File: src/rtl/ife_pkg.sv
// Shared sizes, FSM encoding and window layout for the 3x3 window fetcher.
package ife_pkg;

    localparam int unsigned IMG_W   = 128;
    localparam int unsigned IMG_H   = 128;
    localparam int unsigned PIX_W   = 8;
    localparam int unsigned ADDR_W  = 14;
    localparam int unsigned WIN_W   = 72;
    localparam int unsigned COORD_W = 7;
    localparam int unsigned CNT_W   = 15;
    localparam int unsigned WIN_DIM = 3;

    localparam int unsigned N_PIX        = IMG_W * IMG_H;
    // First window (0,0) completes when raster position (1,1) is shifted in.
    localparam int unsigned FILL_SHIFTS  = IMG_W + 1;
    // Real pixels plus the padded positions needed to close row 127.
    localparam int unsigned TOTAL_SHIFTS = N_PIX + FILL_SHIFTS;

    typedef enum logic [1:0] {
        ST_IDLE,
        ST_FETCH,
        ST_FLUSH,
        ST_DONE
    } state_t;

    // Window bytes indexed [dy][dx]; byte k = 3*dy+dx lands at bits [8k+7:8k].
    typedef logic [WIN_DIM-1:0][WIN_DIM-1:0][PIX_W-1:0] win_t;

endpackage

File: src/rtl/ife_line_buf.sv
// One image row of delay: 128x8 circular buffer with a shared read/write pointer.
module ife_line_buf
    import ife_pkg::*;
(
    input  logic             clk,
    input  logic             reset,
    input  logic             clr,
    input  logic             shift_en,
    input  logic [PIX_W-1:0] din,
    output logic [PIX_W-1:0] dout_c
);

    logic [PIX_W-1:0]   mem [IMG_W];
    logic [COORD_W-1:0] ptr;

    // Pointer realigns to column 0 at every frame start.
    always_ff @(posedge clk or negedge reset) begin
        if (!reset) begin
            ptr <= '0;
        end else if (clr) begin
            ptr <= '0;
        end else if (shift_en) begin
            ptr <= ptr + COORD_W'(1);
        end
    end

    // Storage needs no reset; stale rows are always padded out.
    always_ff @(posedge clk) begin
        if (shift_en) begin
            mem[ptr] <= din;
        end
    end

    assign dout_c = mem[ptr];

endmodule

File: src/rtl/ife_window_fetch.sv
// Raster 3x3 window fetcher for a 128x128 8-bit image with ready/valid output.
// Build option IFE_WIN_REPLICATE_PAD_EN: border positions replicate the nearest
// edge pixel instead of reading 0.
module ife_window_fetch
    import ife_pkg::*;
(
    input  logic               clk,
    input  logic               reset,
    input  logic               ready,
    output logic               busy,
    output logic [ADDR_W-1:0]  iaddr,
    input  logic [PIX_W-1:0]   idata,
    output logic               win_valid,
    input  logic               win_ready,
    output logic [WIN_W-1:0]   win_data,
    output logic [COORD_W-1:0] win_row,
    output logic [COORD_W-1:0] win_col,
    output logic               win_last
);

    localparam logic [ADDR_W-1:0]  LAST_ADDR = ADDR_W'(N_PIX - 1);
    localparam logic [CNT_W-1:0]   FILL_CNT  = CNT_W'(FILL_SHIFTS);
    localparam logic [CNT_W-1:0]   END_CNT   = CNT_W'(TOTAL_SHIFTS);
    localparam logic [COORD_W-1:0] EDGE_MAX  = COORD_W'(IMG_W - 1);

    state_t             state, state_nxt;
    logic               pend;
    logic               skid_valid;
    logic [PIX_W-1:0]   skid_data;
    logic [CNT_W-1:0]   sh_cnt;
    win_t               sh_win;
    logic               sh_valid;
    logic [COORD_W-1:0] sh_row, sh_col;
    logic [COORD_W-1:0] ctr_row, ctr_col;
    logic [PIX_W-1:0]   lb0_q_c, lb1_q_c;

    logic               out_adv, shift_ok, src_avail, do_shift;
    logic               skid_load, skid_valid_nxt, issue, frame_clr;
    logic [PIX_W-1:0]   src_pix;

    logic               top_edge, bot_edge, left_edge, right_edge;
    logic [2:0]         row_out, col_out;
    logic [2:0][1:0]    row_src, col_src;
    win_t               pad_win;

    // Row buffers: lb0 holds the previous row, lb1 the one before it.
    ife_line_buf u_lb0 (
        .clk      (clk),
        .reset    (reset),
        .clr      (frame_clr),
        .shift_en (do_shift),
        .din      (src_pix),
        .dout_c   (lb0_q_c)
    );

    ife_line_buf u_lb1 (
        .clk      (clk),
        .reset    (reset),
        .clr      (frame_clr),
        .shift_en (do_shift),
        .din      (lb0_q_c),
        .dout_c   (lb1_q_c)
    );

    // FSM state register.
    always_ff @(posedge clk or negedge reset) begin
        if (!reset) begin
            state <= ST_IDLE;
        end else begin
            state <= state_nxt;
        end
    end

    // Next state plus pipeline flow control (output slot, shift stage, skid, fetch issue).
    always_comb begin
        state_nxt = state;
        frame_clr = (state == ST_IDLE) || (state == ST_DONE);
        out_adv   = !win_valid || win_ready;
        shift_ok  = !sh_valid || out_adv;
        src_avail = skid_valid || pend || (state == ST_FLUSH);
        src_pix   = skid_valid ? skid_data : (pend ? idata : '0);
        do_shift  = ((state == ST_FETCH) || (state == ST_FLUSH)) &&
                    src_avail && shift_ok && (sh_cnt < END_CNT);
        // Arriving pixel parks in the skid if the skid must drain first or the shift is blocked.
        skid_load = pend && (!do_shift || skid_valid);
        if (skid_load) begin
            skid_valid_nxt = 1'b1;
        end else if (do_shift && skid_valid) begin
            skid_valid_nxt = 1'b0;
        end else begin
            skid_valid_nxt = skid_valid;
        end
        // Only fetch when the skid will be free to absorb the returning pixel.
        issue = (state == ST_FETCH) && (iaddr != LAST_ADDR) && !skid_valid_nxt;

        unique case (state)
            ST_IDLE:  if (ready) state_nxt = ST_FETCH;
            ST_FETCH: if (pend && (iaddr == LAST_ADDR)) state_nxt = ST_FLUSH;
            ST_FLUSH: if (win_valid && win_ready && win_last) state_nxt = ST_DONE;
            ST_DONE:  state_nxt = ST_IDLE;
            default:  state_nxt = ST_IDLE;
        endcase
    end

    // Fetch side: address stepping, in-flight flag and skid register.
    always_ff @(posedge clk or negedge reset) begin
        if (!reset) begin
            busy       <= 1'b0;
            iaddr      <= '0;
            pend       <= 1'b0;
            skid_valid <= 1'b0;
            skid_data  <= '0;
        end else begin
            busy <= (state_nxt == ST_FETCH) || (state_nxt == ST_FLUSH);
            if (frame_clr) begin
                iaddr      <= '0;
                pend       <= (state == ST_IDLE) && ready;
                skid_valid <= 1'b0;
            end else begin
                pend       <= issue;
                skid_valid <= skid_valid_nxt;
                if (issue) begin
                    iaddr <= iaddr + ADDR_W'(1);
                end
                if (skid_load) begin
                    skid_data <= idata;
                end
            end
        end
    end

    // Shift stage: 3x3 register fed one column per step, tagged with its centre.
    always_ff @(posedge clk or negedge reset) begin
        if (!reset) begin
            sh_cnt   <= '0;
            sh_win   <= '0;
            sh_valid <= 1'b0;
            sh_row   <= '0;
            sh_col   <= '0;
            ctr_row  <= '0;
            ctr_col  <= '0;
        end else if (frame_clr) begin
            sh_cnt   <= '0;
            sh_valid <= 1'b0;
            ctr_row  <= '0;
            ctr_col  <= '0;
        end else if (do_shift) begin
            sh_win[0] <= {lb1_q_c, sh_win[0][2:1]};
            sh_win[1] <= {lb0_q_c, sh_win[1][2:1]};
            sh_win[2] <= {src_pix, sh_win[2][2:1]};
            sh_cnt    <= sh_cnt + CNT_W'(1);
            if (sh_cnt >= FILL_CNT) begin
                sh_valid <= 1'b1;
                sh_row   <= ctr_row;
                sh_col   <= ctr_col;
                ctr_col  <= ctr_col + COORD_W'(1);
                if (ctr_col == EDGE_MAX) begin
                    ctr_row <= ctr_row + COORD_W'(1);
                end
            end else begin
                sh_valid <= 1'b0;
            end
        end else if (out_adv) begin
            sh_valid <= 1'b0;
        end
    end

    // Border handling: choose which stored row/column feeds each window byte.
    always_comb begin
        top_edge   = (sh_row == '0);
        bot_edge   = (sh_row == EDGE_MAX);
        left_edge  = (sh_col == '0);
        right_edge = (sh_col == EDGE_MAX);
`ifdef IFE_WIN_REPLICATE_PAD_EN
        row_out = '0;
        col_out = '0;
        row_src = {(bot_edge ? 2'd1 : 2'd2), 2'd1, (top_edge ? 2'd1 : 2'd0)};
        col_src = {(right_edge ? 2'd1 : 2'd2), 2'd1, (left_edge ? 2'd1 : 2'd0)};
`else
        row_out = {bot_edge, 1'b0, top_edge};
        col_out = {right_edge, 1'b0, left_edge};
        row_src = {2'd2, 2'd1, 2'd0};
        col_src = {2'd2, 2'd1, 2'd0};
`endif
        pad_win = '0;
        for (int unsigned dy = 0; dy < WIN_DIM; dy++) begin
            for (int unsigned dx = 0; dx < WIN_DIM; dx++) begin
                if (!(row_out[dy] || col_out[dx])) begin
                    pad_win[dy][dx] = sh_win[row_src[dy]][col_src[dx]];
                end
            end
        end
    end

    // Output slot: loads only when empty or being accepted, so fields hold during stalls.
    always_ff @(posedge clk or negedge reset) begin
        if (!reset) begin
            win_valid <= 1'b0;
            win_data  <= '0;
            win_row   <= '0;
            win_col   <= '0;
            win_last  <= 1'b0;
        end else if (out_adv) begin
            win_valid <= sh_valid;
            if (sh_valid) begin
                win_data <= pad_win;
                win_row  <= sh_row;
                win_col  <= sh_col;
                win_last <= (sh_row == EDGE_MAX) && (sh_col == EDGE_MAX);
            end
        end
    end

endmodule
File: config.mk
export PLATFORM = sky130hd
export DESIGN_NAME = ife_window_fetch
export DESIGN_NICKNAME = d
export VERILOG_FILES = /design/src/rtl/ife_pkg.sv /design/src/rtl/ife_line_buf.sv /design/src/rtl/ife_window_fetch.sv
export SDC_FILE = /design/constraint.sdc
export NUM_CORES = 2
export LEC_CHECK = 0
export ABC_AREA = 1
export BUFFER_PORTS_ARGS = -buffer_cell sky130_fd_sc_hd__buf_4
export CAP_MARGIN = 20
export CORE_ASPECT_RATIO = 0.6
export CORE_UTILIZATION = 25
export CTS_BUF_LIST = sky130_fd_sc_hd__clkbuf_8
export CTS_CLUSTER_SIZE = 40
export DETAILED_ROUTE_END_ITERATION = 16
export GPL_TIMING_DRIVEN = 0
export PLACE_DENSITY_LB_ADDON = 0.05
export SLEW_MARGIN = 20
export SYNTH_ARGS = -nofsm -noshare
export SYNTH_HDL_FRONTEND = slang
export SYNTH_SLANG_ARGS = --single-unit
File: constraint.sdc
create_clock -name clk -period 14.2 [get_ports clk]
set_clock_uncertainty 0.1 [all_clocks]
set_input_delay 0 -clock clk [delete_from_list [all_inputs] [get_ports clk]]
set_output_delay 0 -clock clk [all_outputs]
set_load 0.02 [all_outputs]
# Yosys cells after proc, flatten, opt, wreduce, memory -nomap -nowiden
# Memories as Yosys holds them, arrays and structs flattened. A register that Yosys moved wholly into a read port is not among the register bits.
# Index checks and enable logic that the tools add are counted.
dict set report op_classes {
  order_cmp 2
  div_mod_pow 0
  eq_ne 10
  bitwise_logic 1
  multipliers 0
  muxes 39
  shifts 0
  addsub 6
  n_reduce_logical 43
}
# operator n
set ops {}
lappend ops {{8-bit 2-to-1 mux} 10}
lappend ops {{7-bit 2-to-1 mux} 11}
lappend ops {{15-bit 2-to-1 mux} 2}
lappend ops {{7-bit by 1-bit adder with 7-bit output (second input constant)} 4}
lappend ops {{14-bit 2-to-1 mux} 2}
lappend ops {{7-bit equality test (second input constant)} 3}
lappend ops {{15-bit by 1-bit adder with 15-bit output (second input constant)} 1}
lappend ops {{15-bit by 8-bit >= comparator with 1-bit output (second input constant)} 1}
lappend ops {{15-bit < comparator (second input constant)} 1}
lappend ops {{14-bit by 1-bit adder with 14-bit output (second input constant)} 1}
lappend ops {{14-bit equality test (second input constant)} 1}
lappend ops {{7-bit logical NOT} 2}
lappend ops {{14-bit != test (second input constant)} 1}
lappend ops {{1-bit logical AND} 12}
lappend ops {{1-bit logical OR} 12}
lappend ops {{1-bit 2-to-1 mux} 10}
lappend ops {{2-bit one-hot mux with 4 select lines} 1}
lappend ops {{2-bit AND reduction} 4}
lappend ops {{2-bit nonzero test} 4}
lappend ops {{2-bit equality test (second input constant)} 3}
lappend ops {{2-bit 2-to-1 mux} 3}
lappend ops {{3-bit AND reduction} 2}
lappend ops {{1-bit logical NOT} 5}
lappend ops {{2-bit by 1-bit equality test with 1-bit output (second input constant)} 2}
lappend ops {{other kinds (3)} 3}
dict set report totals {
  in_bits 12
  latch_bits 0
  ram_bits 2048
  ff_bits 237
  output_inout_bits 103
  mem_count 2
  romBits 0
}
# memory words width read_ports rd_clocked_by_memory_dff write_ports line
set mem_list {}
lappend mem_list {u_lb0.mem 128 8 1 0 1 ife_line_buf.sv:13} ;# logic [PIX_W-1:0] mem [IMG_W];
lappend mem_list {u_lb1.mem 128 8 1 1 1 ife_line_buf.sv:13}

# Depth between registers and ports, before layout
dict set report depth {
  ltp_word 13
  depth_mapped 17
  mapped_depth_nobuf 15
}

# Hierarchy
# From an unflattened synthesis, not the netlist that was laid out.
dict set report unflattened {
  cells_unflattened 9989
  area_unflattened_um2 97871.4
}
# module cells_each seq_area_each_um2 area_each_um2 n_inst
set modules_own_cells {}
lappend modules_own_cells {ife_line_buf 4426 30924.7 43962.2 2}
lappend modules_own_cells {ife_window_fetch 1137 5780.5 9947.0 1}

# Worst setup path before layout
# Ideal clock, no wire load.
dict set report synth_path {
  path_type {register to register}
  start {register skid_valid}
  end {memory u_lb0.mem[0][5] (data pin)}
  stages_incl_launch_ff 4
  setup_slack_ns 7.108
  setup_ns 1.207
  arrival_ns 5.785
  synth_period_minus_slack_ns 7.092
  path_buffers 1
  path_cell_list {dfrtp_1 inv_1 clkbuf_1 o21ai_0}
}
dict set report synth_via {
  elab_chain_len 1
}
# item line
set synth_rtl {}
lappend synth_rtl {{start, declared} ife_window_fetch.sv:28} ;# logic skid_valid;
lappend synth_rtl {{start signal, assigned} ife_window_fetch.sv:121} ;# skid_valid <= skid_valid_nxt;
lappend synth_rtl {{8-bit 2-to-1 mux} ife_window_fetch.sv:81} ;# src_pix = skid_valid ? skid_data : (pend ? idata : '0);
lappend synth_rtl {{via src_pix[5]} ife_window_fetch.sv:39} ;# logic [PIX_W-1:0] src_pix;
lappend synth_rtl {{end, declared} ife_line_buf.sv:13}
# The timed path passes the listed nets, and every way through them passes these cells.

# Worst setup path in the final report
dict set report layout_path {
  start {register state[0]}
  end {memory u_lb1.mem[91][0] (enable)}
}
dict set report layout_via {
  elab_chain_len 7
  word_cells_on_any_way 9
}
# item line
set layout_rtl {}
lappend layout_rtl {{start, declared} ife_window_fetch.sv:26} ;# state_t state, state_nxt;
lappend layout_rtl {{start signal, assigned} ife_window_fetch.sv:70} ;# state <= state_nxt;
lappend layout_rtl {{2-bit by 1-bit equality test with 1-bit output / 2-bit equality test (equally long branches)} {ife_window_fetch.sv:82, ife_window_fetch.sv:80}}
lappend layout_rtl {{1-bit logical OR (on tied branches)} {ife_window_fetch.sv:82, ife_window_fetch.sv:80}}
lappend layout_rtl {{1-bit logical AND *} ife_window_fetch.sv:82} ;# do_shift = ((state == ST_FETCH) || (state == ST_FLUSH)) &&
lappend layout_rtl {{1-bit logical AND * (2 in series)} ife_window_fetch.sv:83} ;# src_avail && shift_ok && (sh_cnt < END_CNT);
lappend layout_rtl {{1-bit 2-to-1 mux *} ife_line_buf.sv:29} ;# if (shift_en) begin
lappend layout_rtl {{1-bit 2-to-1 mux (not written as such) *} ife_line_buf.sv:30} ;# mem[ptr] <= din;
lappend layout_rtl {{end, declared} ife_line_buf.sv:13}
# Mark *: on every way between the ends. The rest lies on a longest branch, timed or not.

==> tab_implementation.tex <==
\begin{tabular}{lr}
\hline
Metric & Value \\
\hline
\multicolumn{2}{l}{\textbf{Routing}} \\
\quad Initial DRC Count & 8679 \\
\quad Vias per std cell & 4.65 \\
\quad Detail Route Antenna Nets & 0 \\
\quad Wire per inst & 28.4 um \\
\quad Detailed-routing iteration count for the pre-antenna-repair pass & 6 \\
\quad Drc violations & 0 \\
\quad Routed wire length & 450000 um \\
\quad Count of vias placed by the detailed router & between 70000 and 80000 \\
\multicolumn{2}{l}{\textbf{Power}} \\
\quad PD cells & 192 nW/um2 \\
\quad Leakage & 47.2 nW \\
\quad Total power & 22.0 mW \\
\quad Maximum vdd drop & 0.000115 V \\
\multicolumn{2}{l}{\textbf{Floorplanning}} \\
\quad Number of I/O pins & 115 \\
\quad Die boundary height & 485 um \\
\quad Starting utilization of the core area & 0.252 \\
\quad Total core area & just under 400000 um2 \\
\quad Area of the die & 391000 um2 \\
\quad Die width & about 800 um \\
\quad Cell row count & 176 \\
\multicolumn{2}{l}{\textbf{Yosys}} \\
\quad Top area cells in the synthesized netlist & sky130\_fd\_sc\_hd\_\_edfxtp\_1 63\%, sky130\_fd\_sc\_hd\_\_nand2\_1 22\%, sky130\_fd\_sc\_hd\_\_dfrtp\_1 6.3\% \\
\quad Synthesized area per cell & 10.0 um2 \\
\quad Synthesized flop and latch total & 2293 \\
\quad Syn\_nets & just under 10000 \\
\quad Sequential element share of the synthesized area & 0.697 \\
\quad Cell area after technology mapping & 97100 um2 \\
\quad Area share of the largest cell type after synthesis & 0.634 \\
\quad Yosys Warn Count & 0 \\
\quad Area leader, netlist & sky130\_fd\_sc\_hd\_\_edfxtp\_1 \\
\quad Number of distinct library cells after synthesis & 44 \\
\quad Cell count after synthesis & 9680 \\
\multicolumn{2}{l}{\textbf{Critical path}} \\
\quad Type of element capturing the critical path & flop \\
\quad Cell occurring most often along the worst timing path & sky130\_fd\_sc\_hd\_\_inv\_2 \\
\quad Category of the critical setup timing path & flop to flop \\
\quad Kind of launch point of the worst setup path & flop \\
\quad CP max stage delay & $\sim$900 ps \\
\quad Crit-path max FO & 10 \\
\quad Worst path cell trace & inv\_1 > ha\_1 > inv\_2 > nor3\_1 > and2\_1 > nand2\_4 > inv\_2 > buf\_4 > nand2\_1 > buf\_2 > nor2\_1 \\
\quad Crit path max-delay cell type & sky130\_fd\_sc\_hd\_\_nor2\_1 \\
\quad Worst Path Required & 14750 ps \\
\quad CP Data Arrival Time & between 5000 and 6000 ps \\
\multicolumn{2}{l}{\textbf{STA}} \\
\quad Final Hold Viols & 0 \\
\quad Fin. max-slew vios & 0 \\
\quad Minimum period implied by the final worst setup slack & 5300 ps \\
\quad Transition at the pin with the smallest max-transition slack & 1230 ps \\
\quad Final setup vio count & 0 \\
\quad Fmax achieved & 189 MHz \\
\quad Unrepaired setup endpoints after global routing & no \\
\quad Aggregate negative setup slack & 0 ps \\
\quad Post-route fraction of the period consumed by the critical path & 0.373 \\
\quad Max\_slew headroom & 0.180 \\
\multicolumn{2}{l}{\textbf{Clocking}} \\
\quad Clock input transition at the sequential cells of the worst setup and hold paths & 60 ps \\
\quad Post-CTS Repair Setup Buffers & 0 \\
\quad Resize count post-CTS & 0 \\
\quad Clock net sink count & 2293 \\
\quad CTS H-tree lvls & 5 \\
\quad Worst skew pair latency & roughly 1100 ps \\
\quad Root Buffer & sky130\_fd\_sc\_hd\_\_clkbuf\_8 \\
\quad TritonCTS buffer count & about 400 \\
\quad CTS tree & yes \\
\quad Maximum buffer depth of the clock tree & 4 \\
\multicolumn{2}{l}{\textbf{Global route}} \\
\quad Overall routing resource usage & 0.225 \\
\quad Total congestion overflow & 0 \\
\quad Number of antenna violations at the first check in global routing & 76 \\
\quad Number of global-route vias before repair & 69947 \\
\quad Largest net degree at the start of global routing & 88 \\
\quad Global-route wire length before repair & 602000 um \\
\multicolumn{2}{l}{\textbf{Cells and area}} \\
\quad Share of layout cells above drive strength 1 & 0.105 \\
\quad Nets@finish & 10359 \\
\quad Final standard cell utilization of the core & 0.298 \\
\quad Signed area change from the synthesized netlist to the final layout & 18.2\% \\
\quad Non-filler instance count after layout & $\sim$16000 \\
\multicolumn{2}{l}{\textbf{Place}} \\
\quad Port Buf Inserts & 114 \\
\quad Cell total after placement & 15066 \\
\quad Routability congestion estimate from global placement & 0.945 \\
\quad Detail Placement HPWL & 333000 um \\
\multicolumn{2}{l}{\textbf{Run status}} \\
\quad Outcome & finished clean \\
\multicolumn{2}{l}{\textbf{Flow run}} \\
\quad Reported max-cap violation count & 0 \\
\multicolumn{2}{l}{\textbf{Hold path}} \\
\quad Tightest Hold Check Type & input pin to flop \\
\hline
\end{tabular}
==> layer usage <==
layer,part of all wire,up-vias,global-route usage
li1,-,32937,-
met1,0.54,37307,0.383
met2,0.35,2891,0.270
met3,0.098,458,0.0657
met4,0.015,2,0.0349
met5,0.000027,-,0
==> power breakdown <==
group | internal [mW] | total [mW] | switching [mW]
Clock | 2.71 | 5.68 | 2.97
Combinational | 1.74 | 7.83 | 6.09
Sequential | 8.44 | 8.52 | 0.0733
==> worst paths after layout <==
kind | startpoint | to | slack (ps) | cells after the start
worst max-delay path | state[0] | u_lb1.mem[91][0] | 8900 | 11
worst min-delay path | idata[4] | u_lb0.mem[78][4] | 150 | 4
worst max register to register | state[0] | u_lb1.mem[91][0] | 8900 | 11
worst min register to register | sh_valid | win_valid | 370 | 2
max in group asynchronous | reset | sh_win[6] | 12460 | 7
min in group asynchronous | reset | iaddr[9] | 410 | 5
==> placed cells by master, fill, tap and decap left out, types with 29 or more instances in the layout <==
cell type                  instances
sky130_fd_sc_hd__a21oi_1         150
sky130_fd_sc_hd__buf_1            61
sky130_fd_sc_hd__buf_16           78
sky130_fd_sc_hd__buf_2           221
sky130_fd_sc_hd__buf_4           160
sky130_fd_sc_hd__clkbuf_1        135
sky130_fd_sc_hd__clkbuf_2         30
sky130_fd_sc_hd__clkbuf_8        405
sky130_fd_sc_hd__clkinv_1        100
sky130_fd_sc_hd__clkinv_2         29
sky130_fd_sc_hd__dfrtp_1         245
sky130_fd_sc_hd__edfxtp_1       2048
sky130_fd_sc_hd__inv_1           304
sky130_fd_sc_hd__nand2_1        5678
sky130_fd_sc_hd__nand3_1          96
sky130_fd_sc_hd__nor2_1          357
sky130_fd_sc_hd__nor2_2           86
sky130_fd_sc_hd__o21ai_0         202
==> critical path: cells and delay by family, from the launching register on <==
family | cells | cell delay [ps]
simple gates | 5 | 2480
flops | 1 | 390
fa+ha+maj | 1 | 470
buf+inv | 5 | 1400
==> cell type report <==
type / count / area (um2)
antenna: 16 / 40.0
timing repair buffer: 254 / 3760
buffer: 488 / 2320
tap: 5162 / 6460
multi-input combinational: 6738 / 26900
fill: 40417 / 270000
clock buffer: 405 / 5570
sequential: 2293 / 67600
clock inverter: 307 / 1400
inverter: 161 / 604
==> what timing repair did <==
item / CTS / global route
hold buffers: 24 / 0
endpoints found under the hold margin: 1078 / 0
endpoints found under the setup margin: 0 / 0
==> registers in the layout, summed over array words and instances (netlist names), 2 cells and up <==
register and flops:
iaddr 14, u_lb1.mem 1024, sh_row 7, win_data 72, sh_win 64, state 2
u_lb0.ptr 7, u_lb0.mem 1024, pad_win 8, u_lb1.ptr 7, ctr_col 7, sh_col 7
sh_cnt 15, win_row 7, ctr_row 7, win_col 7, skid_data 8
==> per-stage QoR <==
step / hold slack (ps) / cell area [um2] / setup WS, ps
after floorplan: -396 / 97100 / 7110
after global placement: 120 / 104000 / -6920
after detailed placement: -246 / 107000 / 8730
after CTS: 28.4 / 115000 / 8690
after global routing: 118 / 115000 / 8740
final: 155 / 115000 / 8900
==> cells by family after synthesis <==
logic type,Yosys count,synth area share
buffers and inverters,649,0.0296
adders and majority gates,12,0.00155
and+or+nand+nor,6299,0.248
AOI/OAI and AO/OA,406,0.0220
DFF,2293,0.697
xor gates and xnor gates,21,0.00190
==> cell usage after synthesis, drive strengths merged <==
| cell | instances |
|---|---|
| nand2 | 5688 |
| edfxtp | 2048 |
| nor2 | 443 |
| buf | 323 |
| dfrtp | 245 |
| o21ai | 220 |
| clkbuf | 165 |
| inv | 159 |
| a21oi | 151 |
| nand3 | 98 |
| nand4 | 31 |
| o31ai | 22 |
| nor3 | 21 |
| xor2 | 15 |
| ha | 12 |
| nor4 | 12 |
| a22oi | 6 |
| xnor2 | 6 |
| or2 | 3 |
| a31oi | 2 |
| clkinv | 2 |
| o21a | 2 |
| and2 | 1 |
| nand3b | 1 |
| nor3b | 1 |
| o21ba | 1 |
| o21bai | 1 |
| o22ai | 1 |
Power figures use the tool's default switching activity.
